$ cat config.mk
export PLATFORM = sky130hd
export DESIGN_NAME = axil_cfg_fifo
export DESIGN_NICKNAME = d
export VERILOG_FILES = /design/src/rtl/axil_cfg_fifo.sv
export SDC_FILE = /design/constraint.sdc
export NUM_CORES = 1
export LEC_CHECK = 0
export BUFFER_PORTS_ARGS = -buffer_cell sky130_fd_sc_hd__buf_2
export CELL_PAD_IN_SITES_DETAIL_PLACEMENT = 2
export CELL_PAD_IN_SITES_GLOBAL_PLACEMENT = 2
export CORE_AREA = 3 3 306 308
export DETAILED_ROUTE_END_ITERATION = 10
export DIE_AREA = 0 0 309 311
export HOLD_SLACK_MARGIN = 0.03
export PLACE_DENSITY_LB_ADDON = 0.1
export SLEW_MARGIN = 5
export SYNTH_ARGS = -nofsm -noshare
export SYNTH_HDL_FRONTEND = slang
export SYNTH_SLANG_ARGS = --single-unit
$ cat constraint.sdc
create_clock -name s_axi_aclk -period 8.1 [get_ports s_axi_aclk]
set_input_delay 0.405 -clock s_axi_aclk [delete_from_list [all_inputs] [get_ports s_axi_aclk]]
set_output_delay 0.405 -clock s_axi_aclk [all_outputs]
set_load 0.02 [all_outputs]
$ cat src/rtl/axil_cfg_fifo.sv
// In-order request FIFO feeding the AXI-Lite write master's cfg request port.
// Storage array plus one output register that holds the head entry.
module axil_cfg_fifo #(
    parameter int unsigned DEPTH_LOG2 = 4
) (
    input  logic                  s_axi_aclk,
    input  logic                  s_axi_areset,
    input  logic                  in_valid,
    input  logic [31:0]           in_addr,
    input  logic [31:0]           in_data,
    output logic                  in_ready,
    input  logic                  flush,
    output logic                  s_axi_cfg_wvalid,
    output logic [31:0]           s_axi_cfg_waddr,
    output logic [31:0]           s_axi_cfg_wdata,
    input  logic                  s_axi_cfg_wready,
    output logic [DEPTH_LOG2:0]   level,
    output logic                  empty,
    output logic [15:0]           issued_cnt
);

    localparam int unsigned DEPTH = 1 << DEPTH_LOG2;
    localparam int unsigned PW    = DEPTH_LOG2 + 1;

    logic [63:0]   mem [DEPTH];
    logic [PW-1:0] wr_ptr;
    logic [PW-1:0] rd_ptr;
    logic [PW-1:0] arr_count;
    logic [PW-1:0] arr_count_next;
    logic [PW-1:0] level_next;

    logic in_fire;
    logic out_fire;
    logic out_free;
    logic arr_empty;
    logic bypass;
    logic refill;
    logic wr_en;

    assign in_fire   = in_valid && in_ready && !flush;
    assign out_fire  = s_axi_cfg_wvalid && s_axi_cfg_wready;
    assign out_free  = !s_axi_cfg_wvalid || out_fire;
    assign arr_empty = (wr_ptr == rd_ptr);
    // Input skips the array only when nothing older is waiting in it.
    assign bypass    = in_fire && arr_empty && out_free;
    assign refill    = out_free && !arr_empty;
    assign wr_en     = in_fire && !bypass;
    assign arr_count = wr_ptr - rd_ptr;

    always_comb begin
        arr_count_next = arr_count + PW'(wr_en) - PW'(refill);
        level_next     = level;
        if (in_fire && !out_fire) begin
            level_next = level + PW'(1);
        end else if (!in_fire && out_fire) begin
            level_next = level - PW'(1);
        end
    end

    // Storage array; contents are don't-care until written, so no reset.
    always_ff @(posedge s_axi_aclk) begin
        if (wr_en) begin
            mem[wr_ptr[DEPTH_LOG2-1:0]] <= {in_addr, in_data};
        end
    end

    always_ff @(posedge s_axi_aclk or posedge s_axi_areset) begin
        if (s_axi_areset) begin
            wr_ptr           <= '0;
            rd_ptr           <= '0;
            s_axi_cfg_wvalid <= 1'b0;
            s_axi_cfg_waddr  <= '0;
            s_axi_cfg_wdata  <= '0;
            in_ready         <= 1'b0;
            level            <= '0;
            empty            <= 1'b1;
            issued_cnt       <= '0;
        end else if (flush) begin
            // Discard everything, including a handshake landing on this edge.
            wr_ptr           <= '0;
            rd_ptr           <= '0;
            s_axi_cfg_wvalid <= 1'b0;
            in_ready         <= 1'b0;
            level            <= '0;
            empty            <= 1'b1;
        end else begin
            if (wr_en) begin
                wr_ptr <= wr_ptr + PW'(1);
            end
            if (refill) begin
                rd_ptr           <= rd_ptr + PW'(1);
                s_axi_cfg_wvalid <= 1'b1;
                {s_axi_cfg_waddr, s_axi_cfg_wdata} <= mem[rd_ptr[DEPTH_LOG2-1:0]];
            end else if (bypass) begin
                s_axi_cfg_wvalid <= 1'b1;
                s_axi_cfg_waddr  <= in_addr;
                s_axi_cfg_wdata  <= in_data;
            end else if (out_fire) begin
                s_axi_cfg_wvalid <= 1'b0;
            end
            if (out_fire) begin
                issued_cnt <= issued_cnt + 16'd1;
            end
            in_ready <= (arr_count_next <= PW'(DEPTH - 1));
            level    <= level_next;
            empty    <= (level_next == '0);
        end
    end

endmodule

# After elaboration in Yosys (flattened, before gate mapping)
# Memories as Yosys holds them, arrays and structs flattened.
# Index checks and enable logic that the tools add are counted.
# W data, S select, Z words.
# word_totals
register_bits	98
ramBits	1024
in_bits	69
out_inout_bits	88
word_cells	63
n_memories	1
# op_classes
add_sub_neg	8
order_cmp	1
n_eq_ne	1
n_mux	19
n_bitwise	1
n_reduce_logical	23
# memory_table
memory	depth	word_bits	read_ports	rd_clocked_by_memory_dff	wr	line	source
mem	16	64	1	0	1	25	logic [63:0] mem [DEPTH];
# op_table
cell	n
$mux W32	4
$mux W5	7
$add A16 B1 Y16 const B	1
$add A5 B1 Y5 const B	3
$logic_and A1 B1 Y1	9
$mux W1	8
$logic_not A1 Y1	6
$reduce_bool A2 Y1	3
$add A5 B1 Y5	1
$eq A5 B5 Y1	1
$le A5 B4 Y1 const B	1
$logic_not A5 Y1	1
$sub A5 B1 Y5	1
$sub A5 B1 Y5 const B	1
$sub A5 B5 Y5	1
$reduce_and A2 Y1	2
$reduce_bool A4 Y1	1
$logic_or A1 B1 Y1	1
$not A1 Y1	1

# Longest topological paths before layout
# depth
ltp_word	10
mapped_depth	15
mapped_depth_nobuf	12

# Worst setup path after synthesis
# OpenSTA, ideal clock, no wires.
# synth_timing
path_kind	flip-flop to flip-flop
start	reg wr_ptr[2]
end	mem mem[0][0] (enable)
setup_time_ps	565
t_arrival_ps	5997
required_ps	7535
slack_ps	1538
path_stages_with_launch	11
path_buffers	3
synth_period_minus_slack_ps	6562
path_cell_list	dfrtp_1 -> clkbuf_1 -> inv_1 -> ha_1 -> nand2_1 -> or4_1 -> buf_2 -> o21a_1 -> buf_2 -> nand2_1 -> nor3_1
# synth_between
elab_chain_len	7
# synth_lines
item	line	source
start: declaration	26	logic [PW-1:0] wr_ptr;
start signal: assignment	88	wr_ptr <= wr_ptr + PW'(1);
$eq A5 B5 Y1	43	assign arr_empty = (wr_ptr == rd_ptr);
$logic_and A1 B1 Y1 (2 in series)	45	assign bypass = in_fire && arr_empty && out_free;
$logic_not A1 Y1	47	assign wr_en = in_fire && !bypass;
$logic_and A1 B1 Y1	47	
$mux W1	62	if (wr_en) begin
$mux W1 (not written as such)	63	mem[wr_ptr[DEPTH_LOG2-1:0]] <= {in_addr, in_data};
end: declaration	25	
# Parallel ways exist; a longest one is shown, timed or not.

# Worst setup path after layout
# layout_timing
start	reg rd_ptr[2]
end	reg s_axi_cfg_wdata[16]
# layout_between
elab_chain_len	5
word_cells_on_any_way	9
classes_between	1 x eq/ne; 1 x mux; 6 x reduce/logical; 1 x memory
# layout_lines
item	line	source
start: declaration	27	logic [PW-1:0] rd_ptr;
start signal: assignment	91	rd_ptr <= rd_ptr + PW'(1);
parallel branches: the longest is 5 deep, another holds $mem_v2 Z16 W64	n/a	
end signal: assignment	93	{s_axi_cfg_waddr, s_axi_cfg_wdata} <= mem[rd_ptr[DEPTH_LOG2-1:0]];
end signal: assignment	97	s_axi_cfg_wdata <= in_data;
end: declaration	15	output logic [31:0] s_axi_cfg_wdata,
# Several ways; the timed one is not identified.
# A chain may end at the register's enable or synchronous reset.

==> tab_implementation.tex <==
\begin{tabular}{lr}
\hline
Metric & Value \\
\hline
\multicolumn{2}{l}{\textbf{GRT}} \\
Met3 routing resource usage after global routing & 4.25\% \\
Global-route track usage on met2 & 47.9\% \\
Wire length of the first global-routing pass & 195000 um \\
Global-route total usage across every layer & 28.1\% \\
Maximum number of pins on one net before global-route repair & 62 \\
Initial antenna violation count & 15 \\
Vias in the first global route & 26695 \\
Global routing met1 resource utilization & 37.5\% \\
GR Overflow Total & 0 \\
Most used routing layer & met2 \\
\multicolumn{2}{l}{\textbf{STA}} \\
Final Critical Period & 5.06 ns \\
Actual slew at the worst max-slew pin & 1.30 ns \\
Count of endpoints failing hold in the final timing report & 0 \\
Fmax & 198 MHz \\
RSZ-0062 raised after global routing & no \\
Fin crit share & 62.5\% \\
Number of pins exceeding their max-slew limit in the final report & 0 \\
Headroom to the max-slew limit & 13.1\% \\
Post-route clock skew & 0.0190 ns \\
Final setup fails & 0 \\
Setup TNS & 0 ns \\
\multicolumn{2}{l}{\textbf{Critical path}} \\
Family of cells with the greatest summed delay on the critical path & compound AO/OA/AOI/OAI gates \\
Library cell appearing most often on the critical path & sky130\_fd\_sc\_hd\_\_buf\_4 \\
Maximum cell stage delay along the critical path & 1.15 ns \\
Critical Path AT & 5.66 ns \\
Kind of launch point of the worst setup path & flop \\
CP endpoint kind & flop \\
Crit path buf inv count & 2 \\
Required arrival time at the worst endpoint & 8.70 ns \\
Critical-path cell list & ha\_1 -> nand2\_1 -> or4\_4 -> buf\_4 -> o21bai\_4 -> buf\_4 -> a21o\_1 \\
Crit path max-delay cell type & sky130\_fd\_sc\_hd\_\_dfrtp\_4 \\
Type of the worst setup path & reg -> reg \\
Crit-path max FO & 54 \\
\multicolumn{2}{l}{\textbf{Status}} \\
Run status & finished, final reports clean \\
\multicolumn{2}{l}{\textbf{Drt}} \\
Violation count after the first detailed-routing iteration & 2253 \\
Via density per instance & 6.36 \\
Count of TritonRoute iterations in the first routing pass & 5 \\
Total via count in the routed design & 23867 \\
Number of DRC violations after detailed routing & 0 \\
Detailed Route WL & 134000 um \\
Post-route ant nets & 0 \\
Wire length per cell after detailed routing & 35.7 um \\
\multicolumn{2}{l}{\textbf{Synthesis}} \\
Cell area after synthesis & 43600 sq um \\
Number of synthesized flops with an enable pin & 1024 \\
Async set-or-reset flop fraction in the synthesized netlist & 8.73\% \\
Number of distinct standard cells referenced by the synthesized netlist & 45 \\
Net count after synthesis & 2363 \\
Part of the Yosys area used for sequential elements & 76.1\% \\
Number of warnings printed during yosys synthesis & 0 \\
FF+latch count, synth & 1122 \\
Leading register cell type out of synthesis & sky130\_fd\_sc\_hd\_\_edfxtp\_1 \\
Synthesized instance count & 2277 \\
Mean cell area of the mapped netlist & 19.2 sq um \\
\multicolumn{2}{l}{\textbf{Power and ir drop}} \\
Share of power burned in combinational logic & 15.8\% \\
Switching power as a share of total power & 27.3\% \\
Cell-internal power & 10.4 mW \\
LEAKAGE & 15.9 nW \\
Power density relative to cell area & 289 nW/um\^{}2 \\
Flop pwr share & 47.3\% \\
Peak supply drop & 0.184 mV \\
Net switching power & 3.91 mW \\
Clk pwr share & 37.0\% \\
\multicolumn{2}{l}{\textbf{Final layout}} \\
Layout filler cell count & 7822 \\
Count of nets after finishing & 2545 \\
Share of post-route cells with drive strength above 1 & 23.2\% \\
Core Util, Final & 54.3\% \\
Area used by multi-input combinational logic & 9820 sq um \\
Most frequent standard cell in the layout excluding fill and tap cells & sky130\_fd\_sc\_hd\_\_edfxtp\_1 \\
Leading cell types in the layout, fill and taps excluded & 1024 x sky130\_fd\_sc\_hd\_\_edfxtp\_1, 259 x sky130\_fd\_sc\_hd\_\_mux2i\_1, 156 x sky130\_fd\_sc\_hd\_\_buf\_2, 128 x sky130\_fd\_sc\_hd\_\_mux4\_2, 128 x sky130\_fd\_sc\_hd\_\_o22ai\_1 \\
Seq. cell area & 33200 sq um \\
Area added between synthesis and finish & 13.7\% \\
\multicolumn{2}{l}{\textbf{CTS}} \\
Post-CTS Hold Fix Bufs & 1 \\
TritonCTS Buffers & 114 \\
Later-pin clock latency in the skew report & 0.68 ns \\
CTS max path bufs & 3 \\
Root buffer cell & sky130\_fd\_sc\_hd\_\_clkbuf\_16 \\
CTS H-Tree Depth & 3 \\
Clk pin slew, worst setup/hold paths & 0.06 ns \\
Buffers inserted during post-CTS setup optimization & 0 \\
Post-CTS Resized & 0 \\
Clock sinks & 1122 \\
Clock tree from TritonCTS & built \\
\multicolumn{2}{l}{\textbf{Place}} \\
Number of buffer cells added on primary ports & 156 \\
Final weighted congestion of routability-driven global placement & 0.737 \\
Dpl hpwl & 70800 um \\
\multicolumn{2}{l}{\textbf{Run}} \\
Max-cap violations & 0 \\
\multicolumn{2}{l}{\textbf{Floorplanning}} \\
IO Pins & 157 \\
Number of placement rows & 111 \\
Die outline width & 309 um \\
Area of the die & 96100 sq um \\
Height of the die & 311 um \\
Area of the core & 91400 sq um \\
Effective utilization at floorplan & 47.7\% \\
\multicolumn{2}{l}{\textbf{Hold path}} \\
Min-delay worst type & in -> reg \\
\hline
\end{tabular}
==> power groups by stage <==
| stage | Sequential (mW) | Clock (mW) | Combinational (mW) |
|---|---|---|---|
| 5_1_grt | 6.80 | 5.63 | 2.40 |
| 4_1_cts | 6.79 | 5.39 | 2.28 |
| 6_report | 6.78 | 5.30 | 2.26 |
| 3_3_place_gp | 6.89 | 0 | 2.12 |
| 2_1_floorplan | 7.01 | 0 | 1.26 |
| 3_5_place_dp | 6.90 | 0 | 2.26 |
==> registers in the layout (all words and copies together) (netlist names) <==
signal and count:
s_axi_cfg_waddr 32, level 5, wr_ptr 5, s_axi_cfg_wdata 32, mem 1024, in_ready 1
issued_cnt 16, rd_ptr 5, empty 1, s_axi_cfg_wvalid 1
==> logic make-up after synthesis <==
group / count (synthesis) / share of synthesized area (%)
DFF: 1122 / 76.1
and+or+nand+nor: 164 / 1.63
buffers and inverters: 156 / 1.78
AOI/OAI and AO/OA: 398 / 6.73
xor gates and xnor gates: 28 / 0.562
adders and majority gates: 17 / 0.522
muxes: 392 / 12.7
==> metrics by stage <==
step / hold WS, ns / power (mW) / instance area [sq um] / cells / setup slack, ns
finish: 0.114 / 14.3 / 49600 / 3751 / 3.04
global route: 0.0910 / 14.8 / 49600 / 3746 / 3.02
CTS: 0.0682 / 14.5 / 49600 / 3743 / 3.02
detailed placement: 0.460 / 9.17 / 45800 / 3528 / 3.08
global placement: 0.457 / 9.02 / 45800 / 3528 / 3.38
floorplan: 0.469 / 8.27 / 43600 / 2277 / 1.54
==> final cells by class <==
cell class,instances,area share [%]
Sequential cell,1122,67.0
Tap cell,1186,2.99
Clock inverter,52,0.941
Multi-Input combinational cell,999,19.8
Antenna cell,8,0.0404
Timing Repair Buffer,209,2.48
Clock buffer,162,6.67
Inverter,13,0.103
==> Yosys cell counts, types with 2 or more instances <==
| cell type | n | share of area, % |
|---|---|---|
| sky130_fd_sc_hd__buf_2 | 46 | 0.53 |
| sky130_fd_sc_hd__clkbuf_1 | 67 | 0.58 |
| sky130_fd_sc_hd__ha_1 | 15 | 0.43 |
| sky130_fd_sc_hd__dfrtp_1 | 97 | 5.6 |
| sky130_fd_sc_hd__nor3_1 | 8 | 0.092 |
| sky130_fd_sc_hd__a21oi_1 | 19 | 0.22 |
| sky130_fd_sc_hd__mux4_2 | 128 | 6.6 |
| sky130_fd_sc_hd__nand3b_1 | 3 | 0.052 |
| sky130_fd_sc_hd__a211oi_1 | 64 | 1.1 |
| sky130_fd_sc_hd__nand4_1 | 7 | 0.10 |
| sky130_fd_sc_hd__mux2_2 | 5 | 0.13 |
| sky130_fd_sc_hd__nand3_1 | 2 | 0.023 |
| sky130_fd_sc_hd__nor2b_1 | 4 | 0.057 |
| sky130_fd_sc_hd__xnor2_1 | 15 | 0.30 |
| sky130_fd_sc_hd__o22ai_1 | 128 | 1.8 |
| sky130_fd_sc_hd__a311oi_1 | 64 | 1.3 |
| sky130_fd_sc_hd__a21oi_2 | 48 | 0.96 |
| sky130_fd_sc_hd__xor2_1 | 13 | 0.26 |
| sky130_fd_sc_hd__nor2_1 | 37 | 0.32 |
| sky130_fd_sc_hd__nand2b_1 | 4 | 0.057 |
| sky130_fd_sc_hd__nand2_1 | 88 | 0.76 |
| sky130_fd_sc_hd__inv_1 | 13 | 0.11 |
| sky130_fd_sc_hd__a221oi_1 | 2 | 0.040 |
| sky130_fd_sc_hd__a21o_1 | 65 | 1.1 |
| sky130_fd_sc_hd__buf_6 | 13 | 0.34 |
| sky130_fd_sc_hd__fa_1 | 2 | 0.092 |
| sky130_fd_sc_hd__buf_4 | 9 | 0.15 |
| sky130_fd_sc_hd__edfxtp_1 | 1024 | 70 |
| sky130_fd_sc_hd__buf_1 | 8 | 0.069 |
| sky130_fd_sc_hd__mux2i_1 | 259 | 5.9 |
| sky130_fd_sc_hd__and3_1 | 6 | 0.086 |
==> path summary, 6_finish.rpt <==
check                                                 from                              end  slack, ns  cells after the start
worst max-delay path                 rd_ptr[2]$_DFFE_PP0P_  s_axi_cfg_wdata[16]$_DFFE_PP0P_       3.04                      7
worst min-delay path                           in_addr[31]             mem[6][63]$_DFFE_PP_       0.11                      1
worst max register to register       rd_ptr[2]$_DFFE_PP0P_  s_axi_cfg_wdata[16]$_DFFE_PP0P_       3.04                      7
worst min register to register  issued_cnt[15]$_DFFE_PP0P_       issued_cnt[15]$_DFFE_PP0P_       0.46                      1
max in group asynchronous                     s_axi_areset            rd_ptr[2]$_DFFE_PP0P_       6.11                      4
min in group asynchronous                     s_axi_areset  s_axi_cfg_waddr[22]$_DFFE_PP0P_       0.39                      3
==> layer usage <==
layer	share of wire, %	vias to the layer above
li1	-	9682
met1	41	13034
met2	51	881
met3	5.6	260
met4	2.9	10
met5	0.051	-
No activity file was read; power rests on OpenSTA's default activity.
